**config.mk**
```make
export PLATFORM = sky130hd
export DESIGN_NAME = seq_divider_n_bit
export DESIGN_NICKNAME = d
export VERILOG_FILES = /design/src/rtl/seq_div_pkg.sv /design/src/rtl/div_sub_stage.sv /design/src/rtl/seq_divider_n_bit.sv
export SDC_FILE = /design/constraint.sdc
export NUM_CORES = 1
export LEC_CHECK = 0
export ABC_AREA = 0
export BUFFER_PORTS_ARGS = -buffer_cell sky130_fd_sc_hd__buf_2
export CELL_PAD_IN_SITES_DETAIL_PLACEMENT = 1
export CELL_PAD_IN_SITES_GLOBAL_PLACEMENT = 1
export CORE_UTILIZATION = 47
export CTS_CLUSTER_DIAMETER = 120
export CTS_CLUSTER_SIZE = 24
export DETAILED_ROUTE_END_ITERATION = 12
export GPL_TIMING_DRIVEN = 0
export PLACE_DENSITY_LB_ADDON = 0.08
export SKIP_LAST_GASP = 1
export SLEW_MARGIN = 10
export SYNTH_ARGS = -nofsm -noshare
export SYNTH_HDL_FRONTEND = slang
export SYNTH_SLANG_ARGS = --single-unit
```
**constraint.sdc**
```tcl
create_clock -name clk -period 8 [get_ports clk]
set_input_delay 1.6 -clock clk [delete_from_list [all_inputs] [get_ports clk]]
set_output_delay 1.6 -clock clk [all_outputs]
set_load 0.02 [all_outputs]
```
**src/rtl/seq_div_pkg.sv**
```systemverilog
// Shared definitions for the sequential divider.
// - state_e        : FSM states (IDLE, CALC, FIX)
// - cnt_w()        : step-counter width for an N-bit divide, $clog2(N+1)
// - neg64()        : two's-complement negate on a 64-bit carrier; callers
//                    cast the result to their own width (supports N <= 64)
// - DIV0_QUOTIENT  : all-ones quotient returned on divide by zero; callers
//                    slice it to their own width
package seq_div_pkg;

  typedef enum logic [1:0] {
    IDLE = 2'd0,
    CALC = 2'd1,
    FIX  = 2'd2
  } state_e;

  localparam int MAX_W = 64;

  localparam logic [MAX_W-1:0] DIV0_QUOTIENT = '1;

  function automatic int cnt_w(input int n);
    return $clog2(n + 1);
  endfunction

  function automatic logic [MAX_W-1:0] neg64(input logic [MAX_W-1:0] x);
    return ~x + 64'd1;
  endfunction

endpackage

```
**src/rtl/div_sub_stage.sv**
```systemverilog
// Combinational trial subtract for one restoring-division step.
// Ports:
//   minuend    in  W  shifted partial remainder
//   subtrahend in  W  zero-extended divisor magnitude
//   diff       out W  minuend - subtrahend (modulo 2^W)
//   borrow     out 1  1 when subtrahend > minuend (trial is negative)
module div_sub_stage #(
  parameter int W = 9
) (
  input  logic [W-1:0] minuend,
  input  logic [W-1:0] subtrahend,
  output logic [W-1:0] diff,
  output logic         borrow
);

  // One extra bit catches the borrow out of the top position.
  logic [W:0] wide;

  assign wide   = {1'b0, minuend} - {1'b0, subtrahend};
  assign diff   = wide[W-1:0];
  assign borrow = wide[W];

endmodule

```
**src/rtl/seq_divider_n_bit.sv**
```systemverilog
// Multi-cycle N-bit restoring divider (unsigned or two's-complement signed).
// One subtract-shift step per clock; done pulses N+1 cycles after an accepted
// start (1 cycle for a zero divisor). Results are held until the next start.
// Ports:
//   clk, rst      clock, synchronous active-high reset
//   start         request a division (sampled only in IDLE)
//   sign          0 = unsigned, 1 = signed (captured with start)
//   dividend      numerator (captured with start)
//   divisor       denominator (captured with start)
//   busy          high while the iterative steps run
//   done          one-cycle pulse when results are valid
//   quotient      result quotient
//   remainder     result remainder (takes the dividend's sign)
//   div_by_zero   set with done when the divisor was zero
module seq_divider_n_bit
  import seq_div_pkg::*;
#(
  parameter int N = 8
) (
  input  logic         clk,
  input  logic         rst,
  input  logic         start,
  input  logic         sign,
  input  logic [N-1:0] dividend,
  input  logic [N-1:0] divisor,
  output logic         busy,
  output logic         done,
  output logic [N-1:0] quotient,
  output logic [N-1:0] remainder,
  output logic         div_by_zero
);

  localparam int CW = cnt_w(N);

  function automatic logic [N-1:0] neg_n(input logic [N-1:0] x);
    return N'(neg64(64'(x)));
  endfunction

  function automatic logic [N-1:0] magnitude(input logic s, input logic [N-1:0] x);
    return (s && x[N-1]) ? neg_n(x) : x;
  endfunction

  state_e         state_q, state_d;
  logic [CW-1:0]  cnt_q, cnt_d;
  logic [N:0]     rem_q, rem_d;       // partial remainder
  logic [N-1:0]   quo_q, quo_d;       // quotient shift register (starts as |dividend|)
  logic [N-1:0]   dvs_q, dvs_d;       // |divisor|
  logic           dvd_neg_q, dvd_neg_d;
  logic           dvs_neg_q, dvs_neg_d;
  logic [N-1:0]   quotient_q, quotient_d;
  logic [N-1:0]   remainder_q, remainder_d;
  logic           dbz_q, dbz_d;

  logic [N:0]     shifted;
  logic [N:0]     trial;
  logic           borrow;
  logic [N:0]     rem_step;
  logic [N-1:0]   quo_step;

  // Partial remainder stays below |divisor| so its top bit is always clear
  // before the shift; the shift pulls in the next dividend bit.
  assign shifted = (rem_q << 1) | (N+1)'(quo_q[N-1]);

  div_sub_stage #(.W(N+1)) u_sub (
    .minuend   (shifted),
    .subtrahend({1'b0, dvs_q}),
    .diff      (trial),
    .borrow    (borrow)
  );

  assign rem_step = borrow ? shifted : trial;
  assign quo_step = {quo_q[N-2:0], ~borrow};

  always_comb begin
    state_d     = state_q;
    cnt_d       = cnt_q;
    rem_d       = rem_q;
    quo_d       = quo_q;
    dvs_d       = dvs_q;
    dvd_neg_d   = dvd_neg_q;
    dvs_neg_d   = dvs_neg_q;
    quotient_d  = quotient_q;
    remainder_d = remainder_q;
    dbz_d       = dbz_q;

    unique case (state_q)
      IDLE: begin
        if (start) begin
          dvd_neg_d = sign & dividend[N-1];
          dvs_neg_d = sign & divisor[N-1];
          rem_d     = '0;
          quo_d     = magnitude(sign, dividend);
          dvs_d     = magnitude(sign, divisor);
          dbz_d     = 1'b0;
          if (divisor == '0) begin
            // Zero divisor skips the iteration; results are known now.
            quotient_d  = N'(DIV0_QUOTIENT);
            remainder_d = dividend;
            dbz_d       = 1'b1;
            state_d     = FIX;
          end else begin
            cnt_d   = CW'(N);
            state_d = CALC;
          end
        end
      end
      CALC: begin
        rem_d = rem_step;
        quo_d = quo_step;
        cnt_d = cnt_q - CW'(1);
        if (cnt_q == CW'(1)) begin
          // Sign correction applied on the final step so results are
          // registered and valid during the FIX (done) cycle.
          quotient_d  = (dvd_neg_q ^ dvs_neg_q) ? neg_n(quo_step) : quo_step;
          remainder_d = dvd_neg_q ? neg_n(rem_step[N-1:0]) : rem_step[N-1:0];
          state_d     = FIX;
        end
      end
      FIX: begin
        state_d = IDLE;
      end
      default: begin
        state_d = IDLE;
      end
    endcase
  end

  always_ff @(posedge clk) begin
    if (rst) begin
      state_q     <= IDLE;
      cnt_q       <= '0;
      rem_q       <= '0;
      quo_q       <= '0;
      dvs_q       <= '0;
      dvd_neg_q   <= 1'b0;
      dvs_neg_q   <= 1'b0;
      quotient_q  <= '0;
      remainder_q <= '0;
      dbz_q       <= 1'b0;
    end else begin
      state_q     <= state_d;
      cnt_q       <= cnt_d;
      rem_q       <= rem_d;
      quo_q       <= quo_d;
      dvs_q       <= dvs_d;
      dvd_neg_q   <= dvd_neg_d;
      dvs_neg_q   <= dvs_neg_d;
      quotient_q  <= quotient_d;
      remainder_q <= remainder_d;
      dbz_q       <= dbz_d;
    end
  end

  assign busy        = (state_q == CALC);
  assign done        = (state_q == FIX);
  assign quotient    = quotient_q;
  assign remainder   = remainder_q;
  assign div_by_zero = dbz_q;

endmodule

```
Word level (Yosys, flattened, before mapping)
Index checks and enable logic that the tools add are counted.
{ "op_classes": {"n_addsub": 6, "n_mul": 0, "div": 0, "magnitude_cmp": 0, "eq_ne": 7, "shifts": 0, "muxes": 25, "bitwise_logic": 9, "reduce_logical": 10} }
{ "op_table": {"columns": ["operator", "n"], "rows": [
  ["2-to-1 mux 8 bit", 13],
  ["case mux 8 bit (2 select lines)", 4],
  ["adder 8 x 1 -> 8 bit (second input constant)", 4],
  ["inverter 8 bit", 4],
  ["subtractor 9 x 8 -> 10 bit", 1],
  ["bitwise OR 9 x 1 -> 9 bit", 1],
  ["zero test 8 bit", 1],
  ["2-to-1 mux 4 bit", 2],
  ["case mux 4 bit (2 select lines)", 1],
  ["2-to-1 mux 2 bit", 3],
  ["inequality test 2 bit (second input constant)", 3],
  ["AND reduction 2 bit", 3],
  ["== test 4 x 1 -> 1 bit (second input constant)", 1],
  ["case mux 2 bit (2 select lines)", 1],
  ["AND reduction 4 bit", 1],
  ["subtractor 4 x 1 -> 4 bit (second input constant)", 1],
  ["AND reduction 3 bit", 1],
  ["AND 1 bit", 2],
  ["== test 2 x 1 -> 1 bit (second input constant)", 1],
  ["== test 2 bit (second input constant)", 1],
  ["logical AND 1 bit", 2],
  ["zero test 2 bit", 1],
  ["inequality test 2 x 1 -> 1 bit (second input constant)", 1],
  ["nonzero test 2 bit", 1],
  ["other kinds (3)", 3]
]} }
{ "word_totals": {"reg_bits": 49, "latch_bits": 0, "mem_bits_rw": 0, "mem_bits_ro": 0, "in_bits": 20, "out_inout_bits": 19, "memories": 0} }

Logic depth before layout (Yosys ltp)
{ "depth": {"ltp_word": 8, "ltp_mapped": 13, "ltp_nobuf": 12} }

Hierarchy
Synthesis repeated with hierarchy kept, for this count alone.
{ "hier_totals": {"hier_cells": 375, "area_unflattened_um2": 3037.9} }
{ "by_module_without_submodules": {"columns": ["mod", "n_inst", "cells_per_inst", "area_per_inst_um2", "seq_area_each_um2"], "rows": [
  ["seq_divider_n_bit", 1, 325, 2668.8, 980.9],
  ["div_sub_stage", 1, 50, 369.1, 0.0]
]} }

Worst setup path after synthesis
OpenSTA, ideal clock, no wires.
{ "synth_path": {"path_kind": "register -> output", "from": "reg state_q[1]", "to": "out busy", "arrival_ns": 1.407, "t_required_ns": 6.400, "slack_ns": 4.993, "path_stages_with_launch": 6, "path_buffers": 3, "cell_sequence": "dfxtp_1 nand2b_1 clkbuf_1 inv_1 clkbuf_1 clkbuf_1"} }
{ "synth_via": {"elab_chain_cells": 1} }
{ "synth_rtl": {"columns": ["element", "line_no", "source"], "rows": [
  ["from (decl)", "seq_divider_n_bit.sv:43", "state_e state_q, state_d;"],
  ["from (signal assigned)", "seq_divider_n_bit.sv:141", "state_q <= state_d;"],
  ["== test 2 x 1 -> 1 bit", "seq_divider_n_bit.sv:154", "assign busy = (state_q == CALC);"],
  ["to (decl)", "seq_divider_n_bit.sv:26", "output logic busy,"]
]} }
No other way between the ends.

Worst setup path after layout
Same ends and word-level chain as after synthesis.

==> results by group <==
GRT
  – Initial antenna violation count: 0
  – Vias in the first global route: 3168
  – Pin count of the biggest net entering global routing: 17
  – Global-route wire length before repair: 16.1 mm
  – Total gr overflow: 0
  – GRT Util Overall: 29.3%

CTS
  – # Post-CTS Setup Buffers: 0
  – Hold_buf cts: 0
  – Total CTS buffers: 5
  – H-tree depth: 2
  – CTS tree: yes
  – Clock-pin slew on the worst setup and hold paths: 100 ps
  – Clock root buffer: clkbuf_8
  – Clock sink count: 49
  – # resized after CTS: 0
  – Clk_lat worst skew: 320 ps
  – Clock buffer depth: 2

Route
  – DRT Wirelength: 9.69 mm
  – Vias per cell: 6.04
  – Routed vias: 3100
  – First-pass DRT Iterations: 4
  – Residual DRC count: 0
  – Iteration-0 DRC Markers: 153
  – DRT antenna net count: 0
  – WL per Instance: 18.9 µm

Worst hold path
  – Hold path start: dvs_q[7]
  – Hold crit path type: register to register

Worst setup path
  – Required time at the worst-slack endpoint: 6400 ps
  – WP data arrival: 2520 ps
  – Crit start category: register
  – WS Path Type: register to output port
  – Worst r2r src: rem_q[4]
  – CP startpoint: state_q[1]
  – Crit end category: output port
  – Worst-path fanout max: 10

STA
  – # setup viols final: 0
  – RSZ-0062 raised after global routing: false
  – Final Max Slew Viols: 0
  – Clk_skew: 13.4 ps
  – Final Hold Vio Count: 0
  – Period utilization: 51.5%
  – Rel. slew slack: 51.8%
  – FMAX: 242 MHz
  – Setup_tns: 0 ps
  – Minimum clock period: 4120 ps
  – Worst Tran Pin Value: 722 ps

Synthesis
  – Asr flop ratio synth: 0%
  – Synth warn: 0
  – Register area share after synthesis: 31.5%
  – FF+latch count, synth: 49
  – Number of synthesized flops with an enable pin: 0
  – Post-synthesis adder-cell area fraction: 6.27%
  – Synth Instances: 390
  – Post-synthesis mux area share: 1.93%
  – Post-synthesis simple-gate area fraction: 22.3%
  – Largest family of logic cells by synthesized area: compound AO/OA/AOI/OAI gates
  – Distinct cells, synth: 61
  – Synth Area in Compound Gates: 25.8%
  – Synth Area in XOR/XNOR: 7.03%
  – Synthesized area: 3110 µm²
  – Post-Syn Nets: 425
  – Post-synth top flop: dfxtp_1
  – Synth Area per Inst: 7.98 µm²

Floorplan
  – Die H: 83.4 µm
  – Core Area: 6390 µm²
  – Num rows: 29
  – Io pins: 39
  – Initial Utilization: 48.7%
  – Die W: 83.4 µm
  – Die Area: 6950 µm²

Power
  – P_leak: 1.42 nW
  – Pwr Density: 225 nW/µm²
  – Max rail drop VDD: 109 µV

Placed design
  – Number of port buffers: 38
  – Global placer's final weighted congestion: 0.887
  – DP HPWL: 7.37 mm
  – Placed Instance Area: 3400 µm²

Cells and area
  – Design area: 3510 µm²
  – Layout cells sized above 1: 14.7%
  – Area Overhead vs Synth: 12.8%
  – Nets: 470
  – Diode count: 0

Run status
  – Outcome: completed

Job
  – Max Cap Viol: 0
## cells by family (layout without fill, tap and decap cells)
| logic type | Yosys count | in the layout |
|---|---|---|
| buf+inv | 41 | 87 |
| mux | 5 | 5 |
| xor+xnor | 25 | 25 |
| fa+ha+maj | 15 | 15 |
| flops | 49 | 49 |
| compound gates | 106 | 106 |
| simple gates | 149 | 149 |
## cell type report
type,instances,area (µm²)
Fill cell,813,2870
Clock buffer,5,68.8
Sequential cell,49,981
Buffer,18,76.3
Timing Repair Buffer,38,190
Multi-Input combinational cell,300,1970
Inverter,23,86.3
Clock inverter,3,43.8
Tap cell,77,96.3
## state kept, by name (all words and copies together) (netlist names)
register	flops
cnt_q	4
div_by_zero	1
dvd_neg_q	1
dvs_neg_q	1
dvs_q	8
quo_q	8
quotient	8
rem_q	8
remainder	8
state_q	2
## routing by layer
metal,share of wire [%],wire [µm],track usage [%],vias up
met2,48,4620,49.2,73
met4,1.4,140,8.78,0
met5,0,0,0,-
met1,47,4510,38.9,1518
li1,-,-,-,1496
met3,4.3,417,4.08,13
## where the power goes
group / internal [mW] / switching (mW)
sequential: 0.262 / 0.0190
combinational: 0.128 / 0.195
clock: 0.0939 / 0.0937
## synth_stat cells (7+ instances only)
| library cell | number | area (µm²) |
|---|---|---|
| inv_1 | 22 | 82.6 |
| dfxtp_1 | 49 | 981 |
| a311oi_1 | 10 | 87.6 |
| a21oi_1 | 28 | 140 |
| nor3_1 | 14 | 70.1 |
| nand2_1 | 31 | 116 |
| xnor2_1 | 14 | 123 |
| a211oi_1 | 13 | 97.6 |
| nand3_1 | 12 | 60.1 |
| xor2_1 | 11 | 96.3 |
| clkbuf_1 | 15 | 56.3 |
| or3_1 | 7 | 43.8 |
| o31ai_1 | 8 | 60.1 |
| ha_1 | 14 | 175 |
| nor2_1 | 64 | 240 |
## stage by stage
| step | hold WS [ps] | utilization [%] | std cells | worst slack, ps | total power [mW] |
|---|---|---|---|---|---|
| 2_1_floorplan | 436 | - | 390 | 4990 | 0.523 |
| 3_3_place_gp | 447 | 53.2 | 505 | 4430 | 0.592 |
| 3_5_place_dp | 456 | 53.2 | 505 | 4350 | 0.604 |
| 4_1_cts | 474 | 55.0 | 513 | 3990 | 0.792 |
| 5_1_grt | 490 | 55.0 | 513 | 3700 | 0.840 |
| 6_report | 471 | 55.0 | 513 | 3880 | 0.792 |
## critical path, cell delays in order (launching register included)
cell      delay, ps
dfxtp_1         370
nand2b_1        150
clkbuf_1        230
inv_1           180
clkbuf_1        400
clkbuf_1        590
buf_2           290
## cell usage in the layout (no fill, tap or decap), types with 2 or more instances in the layout
cell type | netlist | final
inv_1 | 22 | 22
mux2i_1 | 3 | 3
a31oi_1 | 6 | 6
or2_1 | 2 | 2
ha_1 | 14 | 14
nor2b_1 | 2 | 2
or3_1 | 7 | 7
o21ai_0 | 5 | 5
o21ai_1 | 2 | 2
nor3_1 | 14 | 14
o41ai_2 | 2 | 2
mux2_4 | 2 | 2
a211oi_1 | 13 | 13
buf_2 | 1 | 39
a22oi_1 | 4 | 4
nand3_1 | 12 | 12
dfxtp_1 | 49 | 49
nand2b_1 | 3 | 3
clkbuf_8 | 0 | 5
xnor2_1 | 14 | 14
o31ai_1 | 8 | 8
xor2_1 | 11 | 11
o22a_1 | 3 | 3
nand4_1 | 2 | 2
a21o_1 | 2 | 2
clkbuf_1 | 15 | 15
o211ai_1 | 3 | 3
a21oi_1 | 28 | 28
o22ai_1 | 2 | 2
nor2_1 | 64 | 64
o21a_1 | 3 | 3
a311oi_1 | 10 | 10
nand2_1 | 31 | 31
a41o_1 | 3 | 3
## path summary, 6_finish.rpt
| kind | end | slack, ps | cells past startpoint |
|---|---|---|---|
| setup reg to reg | remainder[6] | 4960 | 11 |
| hold reg to reg | dvs_q[7] | 470 | 2 |
| hold / removal | dvs_q[7] | 470 | 2 |
| setup / recovery | busy | 3880 | 6 |
Note: power is estimated with default switching activity, not from simulation.
